<file path="src/rtl/piso_pkg.sv">
// piso_pkg: shared FSM state encoding and default word width for the PIPO/PISO datapath
package piso_pkg;
  localparam int PISO_WIDTH = 16;
  typedef enum logic [1:0] {
    IDLE  = 2'd0,
    SHIFT = 2'd1,
    PAR   = 2'd2,
    DONE  = 2'd3
  } state_t;
endpackage

</file>
<file path="src/rtl/piso_bit_counter.sv">
// piso_bit_counter: counts bits sent in a word, flags the final data bit
// Ports: clk, clr (async reset), clear (sync clear on load accept),
//        en (count in SHIFT), tc (count == WIDTH-1)
module piso_bit_counter #(
  parameter int WIDTH = 16
) (
  input  logic clk,
  input  logic clr,
  input  logic clear,
  input  logic en,
  output logic tc
);
  localparam int CW = $clog2(WIDTH + 1);
  logic [CW-1:0] cnt;
  always_ff @(posedge clk or posedge clr) begin
    if (clr) cnt <= '0;
    else if (clear) cnt <= '0;
    else if (en) cnt <= cnt + 1'b1;
  end
  assign tc = cnt == CW'(WIDTH - 1);
endmodule

</file>
<file path="src/rtl/piso_serializer.sv">
// piso_serializer: captures a parallel word on load and shifts it out one bit per clock
// Ports: clk, clr (async active-high reset), data_in, load -> ready (comb),
//        sout, sout_valid, busy, done (registered)
// Build option: define PISO_PARITY_EN to append one even-parity bit after the data bits.
module piso_serializer import piso_pkg::*; #(
  parameter int WIDTH     = PISO_WIDTH,
  parameter bit MSB_FIRST = 1'b1
) (
  input  logic             clk,
  input  logic             clr,
  input  logic [WIDTH-1:0] data_in,
  input  logic             load,
  output logic             ready,
  output logic             sout,
  output logic             sout_valid,
  output logic             busy,
  output logic             done
);
  state_t state, nxt;
  logic [WIDTH-1:0] sr, nxt_sr;
  logic accept, tc, nxt_sout, nxt_valid;
  assign ready  = (state == IDLE) || (state == DONE);
  assign accept = load && ready;
  piso_bit_counter #(.WIDTH(WIDTH)) u_cnt (
    .clk   (clk),
    .clr   (clr),
    .clear (accept),
    .en    (state == SHIFT),
    .tc    (tc)
  );
`ifdef PISO_PARITY_EN
  localparam state_t LAST = PAR;
  logic par;
  always_ff @(posedge clk or posedge clr) begin
    if (clr) par <= 1'b0;
    else if (accept) par <= ^data_in;
  end
`else
  localparam state_t LAST = DONE;
`endif
  // Outputs are registered, so they are decoded from the next state and next shift value.
  always_comb begin
    nxt    = state;
    nxt_sr = sr;
    if (accept) begin
      nxt    = SHIFT;
      nxt_sr = data_in;
    end else if (state == SHIFT) begin
      nxt_sr = MSB_FIRST ? sr << 1 : sr >> 1;
      nxt    = tc ? LAST : SHIFT;
    end else if (state == DONE) nxt = IDLE;
`ifdef PISO_PARITY_EN
    else if (state == PAR) nxt = DONE;
    nxt_valid = (nxt == SHIFT) || (nxt == PAR);
    nxt_sout  = (nxt == SHIFT) ? (MSB_FIRST ? nxt_sr[WIDTH-1] : nxt_sr[0]) : (nxt == PAR) && par;
`else
    nxt_valid = nxt == SHIFT;
    nxt_sout  = (nxt == SHIFT) && (MSB_FIRST ? nxt_sr[WIDTH-1] : nxt_sr[0]);
`endif
  end
  always_ff @(posedge clk or posedge clr) begin
    if (clr) begin
      state      <= IDLE;
      sr         <= '0;
      sout       <= 1'b0;
      sout_valid <= 1'b0;
      busy       <= 1'b0;
      done       <= 1'b0;
    end else begin
      state      <= nxt;
      sr         <= nxt_sr;
      sout       <= nxt_sout;
      sout_valid <= nxt_valid;
      busy       <= nxt_valid;
      done       <= nxt == DONE;
    end
  end
endmodule
</file>
<file path="config.mk">
export PLATFORM = sky130hd
export DESIGN_NAME = piso_serializer
export DESIGN_NICKNAME = d
export VERILOG_FILES = /design/src/rtl/piso_pkg.sv /design/src/rtl/piso_bit_counter.sv /design/src/rtl/piso_serializer.sv
export SDC_FILE = /design/constraint.sdc
export NUM_CORES = 1
export LEC_CHECK = 0
export CAP_MARGIN = 40
export CORE_MARGIN = 8
export CORE_UTILIZATION = 55
export CTS_CLUSTER_SIZE = 8
export DETAILED_ROUTE_END_ITERATION = 16
export HOLD_SLACK_MARGIN = 0.02
export PLACE_DENSITY = 0.83
export SETUP_SLACK_MARGIN = 0.05
export SYNTH_ARGS = -nofsm -noshare
export SYNTH_HDL_FRONTEND = slang
export SYNTH_HIERARCHICAL = 1
export SYNTH_SLANG_ARGS = --single-unit
</file>
<file path="constraint.sdc">
create_clock -name clk -period 4.8 [get_ports clk]
set_input_delay 1.44 -clock clk [delete_from_list [all_inputs] [get_ports clk]]
set_output_delay 1.44 -clock clk [all_outputs]
set_load 0.02 [all_outputs]
</file>
Yosys cells after proc, flatten, opt, wreduce, memory -nomap -nowiden
Index checks and enable logic that the tools add are counted.

$add $sub $neg: 1. Multipliers: 0. Div/mod/pow operators: 0. Order comparisons: 0. Eq/ne operators: 5. Shift-type cells: 0. Mux-type cells: 8. Bitwise logic cells: 0. Reductions and logical operators: 5.

Operators by type and width (number): 2-to-1 mux 16 bit (2); 2-to-1 mux 5 bit (2); 2-to-1 mux 2 bit (4); adder 5 x 1 -> 5 bit, second input constant (1); equality test 5 x 4 -> 1 bit, second input constant (1); equality test 2 x 1 -> 1 bit, second input constant (2); equality test 2 bit, second input constant (2); logical AND 1 bit (2); logical NOT 2 bit (1); nonzero test 2 bit (1); logical OR 1 bit (1).

Flip-flop bits (word level): 26. Bits in latches: 0. Bits in writable memories: 0. Memory bits (read-only): 0. Bits of input ports: 19. Output and inout port bits: 5. Word-level logic and storage cells: 26. Memories kept: 0.

Logic depth before layout (Yosys ltp)
Depth after elaboration: 6. Mapped depth: 7. Mapped depth without buffers: 5.

Modules after synthesis
Netlist, hierarchy kept.

By module, submodules not included: piso_serializer (instances 1, cells an instance 90, area each 1029.7 um^2, sequential area each 500.5 um^2); piso_bit_counter (instances 1, cells an instance 24, area each 282.8 um^2, sequential area each 125.1 um^2).

Worst setup path after synthesis
Ideal clock, no wire load.

Path kind: input to register. From: input load. To: register u_cnt.cnt[3]. Library setup time: 0.125 ns. Arrival time: 2.262 ns. Required time: 4.675 ns. Slack: 2.413 ns. Cell stages on the path: 5. Buffers on the path: 2. Cells stage by stage: buf_6 -> and2_4 -> buf_6 -> and2b_1 -> mux2_4.

Longest elaborated chain between the ends: 2. Elaborated cells on any way between the ends: 3. Those cells by class: 1 x mux; 2 x reduce/logical.

RTL lines: start, declared (line piso_serializer.sv:12) `input logic load,`; logical AND 1 bit * (line piso_serializer.sv:23) `assign accept = load && ready;`; named net accept (line piso_serializer.sv:21) `logic accept, tc, nxt_sout, nxt_valid;`; 2-to-1 mux 5 bit or nonzero test 2 bit (tied branches); end signal, assigned (line piso_bit_counter.sv:18) `else if (en) cnt <= cnt + 1'b1;`; end, declared (line piso_bit_counter.sv:14) `logic [CW-1:0] cnt;`.

Mark *: on every way through the listed nets, which the timed path passes. The rest lies on a longest branch. A chain may end at the register's enable or synchronous reset.

Worst setup path in the final report
From: register state[0]. To: output ready.

Longest elaborated chain between the ends: 2. Elaborated cells on any way between the ends: 3. Those cells by class: 1 x eq/ne; 2 x reduce/logical.

RTL lines: start, declared (line piso_serializer.sv:19) `state_t state, nxt;`; start signal, assigned (line piso_serializer.sv:70) `state <= nxt;`; equality test 2 bit or logical NOT 2 bit (tied branches) (line piso_serializer.sv:22) `assign ready = (state == IDLE) || (state == DONE);`; logical OR 1 bit * (line piso_serializer.sv:22); end, declared (line piso_serializer.sv:13) `output logic ready,`.

Every way passes the cells marked *; elsewhere a longest branch is shown, timed or not.

==> impl_metrics.json <==
{
  "r2r-end": "u_cnt/cnt[3]",
  "cts-root-buf": "clkbuf_4",
  "start_util_pct": 58.8,
  "clkSlewWorstSetupHoldPaths_ps": 140,
  "maxCapViolCount": 0,
  "slew_violations": 0,
  "io_buffer_count": 23,
  "die_x_microns": 64.9,
  "reg2reg_from": "state[0]",
  "clock-sinks": 25,
  "cts_buffers": 3,
  "vias_per_cell": 5.63,
  "cts_resized": 0,
  "num_antenna_cells": 0,
  "rsz0062_at_grt": "false",
  "ctsHoldBuffers": 0,
  "synthCells": 114,
  "status": "completed",
  "cpPeakStageDelay_ps": 710,
  "critPathMaxFanout": 18,
  "wirelength_mm": 2.32,
  "hold_start": "sr[0]",
  "synth_top_cell_by_area": "dfrtp_1",
  "irDropWorstVdd_v": 0.000142,
  "rrSetupSlack_ps": 2650,
  "arrival_ps": 2100,
  "grt_util_all_layers_pct": 11.9,
  "drc_errors": 0,
  "syn-num-nets": 137,
  "critPathSlowestCell": "clkdlybuf4s50_1",
  "async_reset_ff_share_pct": 100,
  "antenna_found_initial": 0,
  "rr_worst_depth": 5,
  "wl_per_cell_microns": 14.5,
  "io_pins": 24,
  "critPathBufInv": 2,
  "finalCritPeriodShare_pct": 73.8,
  "ys.warnings.count": 6,
  "setup_viol": 0,
  "hold-path-endpoint": "sr[0]",
  "yosys.area.top_type_share_pct": 47.7,
  "worst_setup_path_end_kind": "output port",
  "slew-limit-headroom_pct": 50.7,
  "p_per_area_nw_per_um2": 214,
  "row_count": 17,
  "nets": 156,
  "cts_tree": "yes",
  "synth.distinct_cells": 25,
  "critPathLaunchType": "flip-flop",
  "place_congestion": 0.733,
  "hpwlAfterDp_mm": 1.69,
  "areaGrowthSynthToFinish_pct": 16.3,
  "h-tree-depth": 1,
  "fin_crit_ps": 3540,
  "cts_setup_buffers": 0,
  "grt_pass1_vias": 933,
  "synth_common_cells": "25 x dfrtp_1, 16 x nand3_1, 15 x mux2i_1, 15 x o21ai_2, 6 x inv_1",
  "hold_depth": 2,
  "grt-ovfl-total": 0,
  "skew_ps": 1.58,
  "drtIter0Drc": 7,
  "grt_pass1_wl_mm": 4.13,
  "core-area_sq_um": 2230,
  "ant_nets": 0,
  "tightest_slew_ps": 739,
  "die_h_microns": 64.9,
  "via_count": 900,
  "setup_tns_ps": 0,
  "synthesis.area_sq_um": 1310,
  "cp.required_ps": 3360,
  "yosysMostFrequentCell": "dfrtp_1",
  "finalPower_mw": 0.327,
  "p_leak_nw": 0.548,
  "dieArea_sq_um": 4210,
  "clk_latency_ps": 310,
  "synth_edf_count": 0,
  "crit_family": "buffers and inverters",
  "crit_chain": "inv_1 -> ha_1 -> clkdlybuf4s50_1",
  "fmax_ghz": 0.282,
  "layout-drive-gt1-share_pct": 18.9,
  "syn_area_per_cell_sq_um": 11.5,
  "criticalPathCategory": "flip-flop to output port",
  "synth-seq-cells": 25,
  "grt_max_degree": 28,
  "drt_first_pass_iters": 4,
  "synth.area.top_cells": "dfrtp_1 48%, mux2i_1 11%, o21ai_2 10%, nand3_1 6.1%, buf_6 4.3%",
  "yosysSeqAreaShare_pct": 47.7,
  "hold_viol_final": 0,
  "nFillCells": 176,
  "cts_buffer_depth": 2,
  "hold_path_class": "flip-flop to flip-flop",
  "synth_ff_type": "dfrtp_1"
}
[worst reg2reg max path: cells and delay by family, from the launching register on]
family / cells / cell delay [ps]
DFF: 1 / 390
and+or+nand+nor: 2 / 730
adders and majority gates: 1 / 640
buffers and inverters: 1 / 50
muxes: 1 / 250
[logic make-up after synthesis]
| family | share of synthesized area (%) |
|---|---|
| AND/OR/NAND/NOR | 13.7 |
| adder cells (fa/ha/maj) | 3.81 |
| flip-flops | 47.7 |
| buffers and inverters | 8.48 |
| AO/OA/AOI/OAI | 13.1 |
| XOR/XNOR | 0.667 |
| multiplexers | 12.6 |
[per-stage QoR]
stage	instance area, sq um	util (%)	hold WS [ps]	instances	setup slack [ps]
final	1530	68.3	562	160	1260
after global routing	1530	68.3	581	160	1100
after CTS	1530	68.3	563	160	1230
after detailed placement	1500	67.0	542	156	1430
after global placement	1500	67.0	530	156	1490
after floorplan	1310	-	507	114	2410
[layer usage]
| layer | wire [microns] | track usage [%] | up-vias |
|---|---|---|---|
| met5 | 0 | 0 | - |
| met4 | 20 | 4.63 | 0 |
| met3 | 129 | 3.26 | 2 |
| met2 | 1110 | 19.9 | 21 |
| met1 | 1060 | 14.3 | 446 |
| li1 | - | - | 431 |
[power by group]
group	total [mW]	internal [mW]	switching, mW
sequential	0.211	0.211	0
combinational	0.0211	0.0130	0.00817
clock	0.0951	0.0317	0.0633
total	0.327	0.255	0.0715
[how the worst max path moves through the flow]
stage / endpoint / slack, ps / depth (start not counted) / from
2_1_floorplan: u_cnt/cnt[3] / 2410 / 5 / load
3_3_place_gp: u_cnt/cnt[3] / 1490 / 4 / load
3_5_place_dp: u_cnt/cnt[3] / 1430 / 4 / load
4_1_cts: ready / 1230 / 3 / state[0]
5_1_grt: ready / 1100 / 3 / state[0]
6_report: ready / 1260 / 3 / state[0]
[flip-flops by register name (all words and copies together), names as in the netlist]
name and count:
state 2, sout 1, done 1, u_cnt/cnt 5, sr 15, busy 1
[layout make-up]
type                    count  area, sq um  area share [%]
clock buffers               3         22.5            1.48
clock inverters             1         7.51           0.492
inverters                   6         22.5            1.48
multi-input cells          73          576            37.7
flip-flops and latches     25          626            41.0
well taps                  28         35.0            2.30
repair buffers             24          238            15.6
[layout by cell type, fill, tap and decap left out]
master | Yosys | layout
a211oi_1 | 1 | 1
clkbuf_4 | 0 | 3
and2b_1 | 1 | 1
mux2_4 | 1 | 1
xnor2_1 | 1 | 1
nand3b_1 | 2 | 2
clkdlybuf4s50_1 | 0 | 23
nand3_1 | 16 | 16
o21ai_2 | 15 | 15
nand4_4 | 1 | 1
a21oi_1 | 2 | 2
mux2i_1 | 15 | 15
clkinvlp_4 | 0 | 1
inv_1 | 6 | 6
a21o_1 | 1 | 1
buf_4 | 3 | 1
and3_1 | 1 | 1
and2_4 | 1 | 1
nand2b_1 | 2 | 2
nor2_1 | 5 | 5
o21ai_0 | 1 | 1
dfrtp_1 | 25 | 25
ha_1 | 4 | 4
a21bo_2 | 1 | 1
or2_2 | 1 | 1
nand2_1 | 1 | 1
Note: power is estimated with default switching activity, not from simulation.
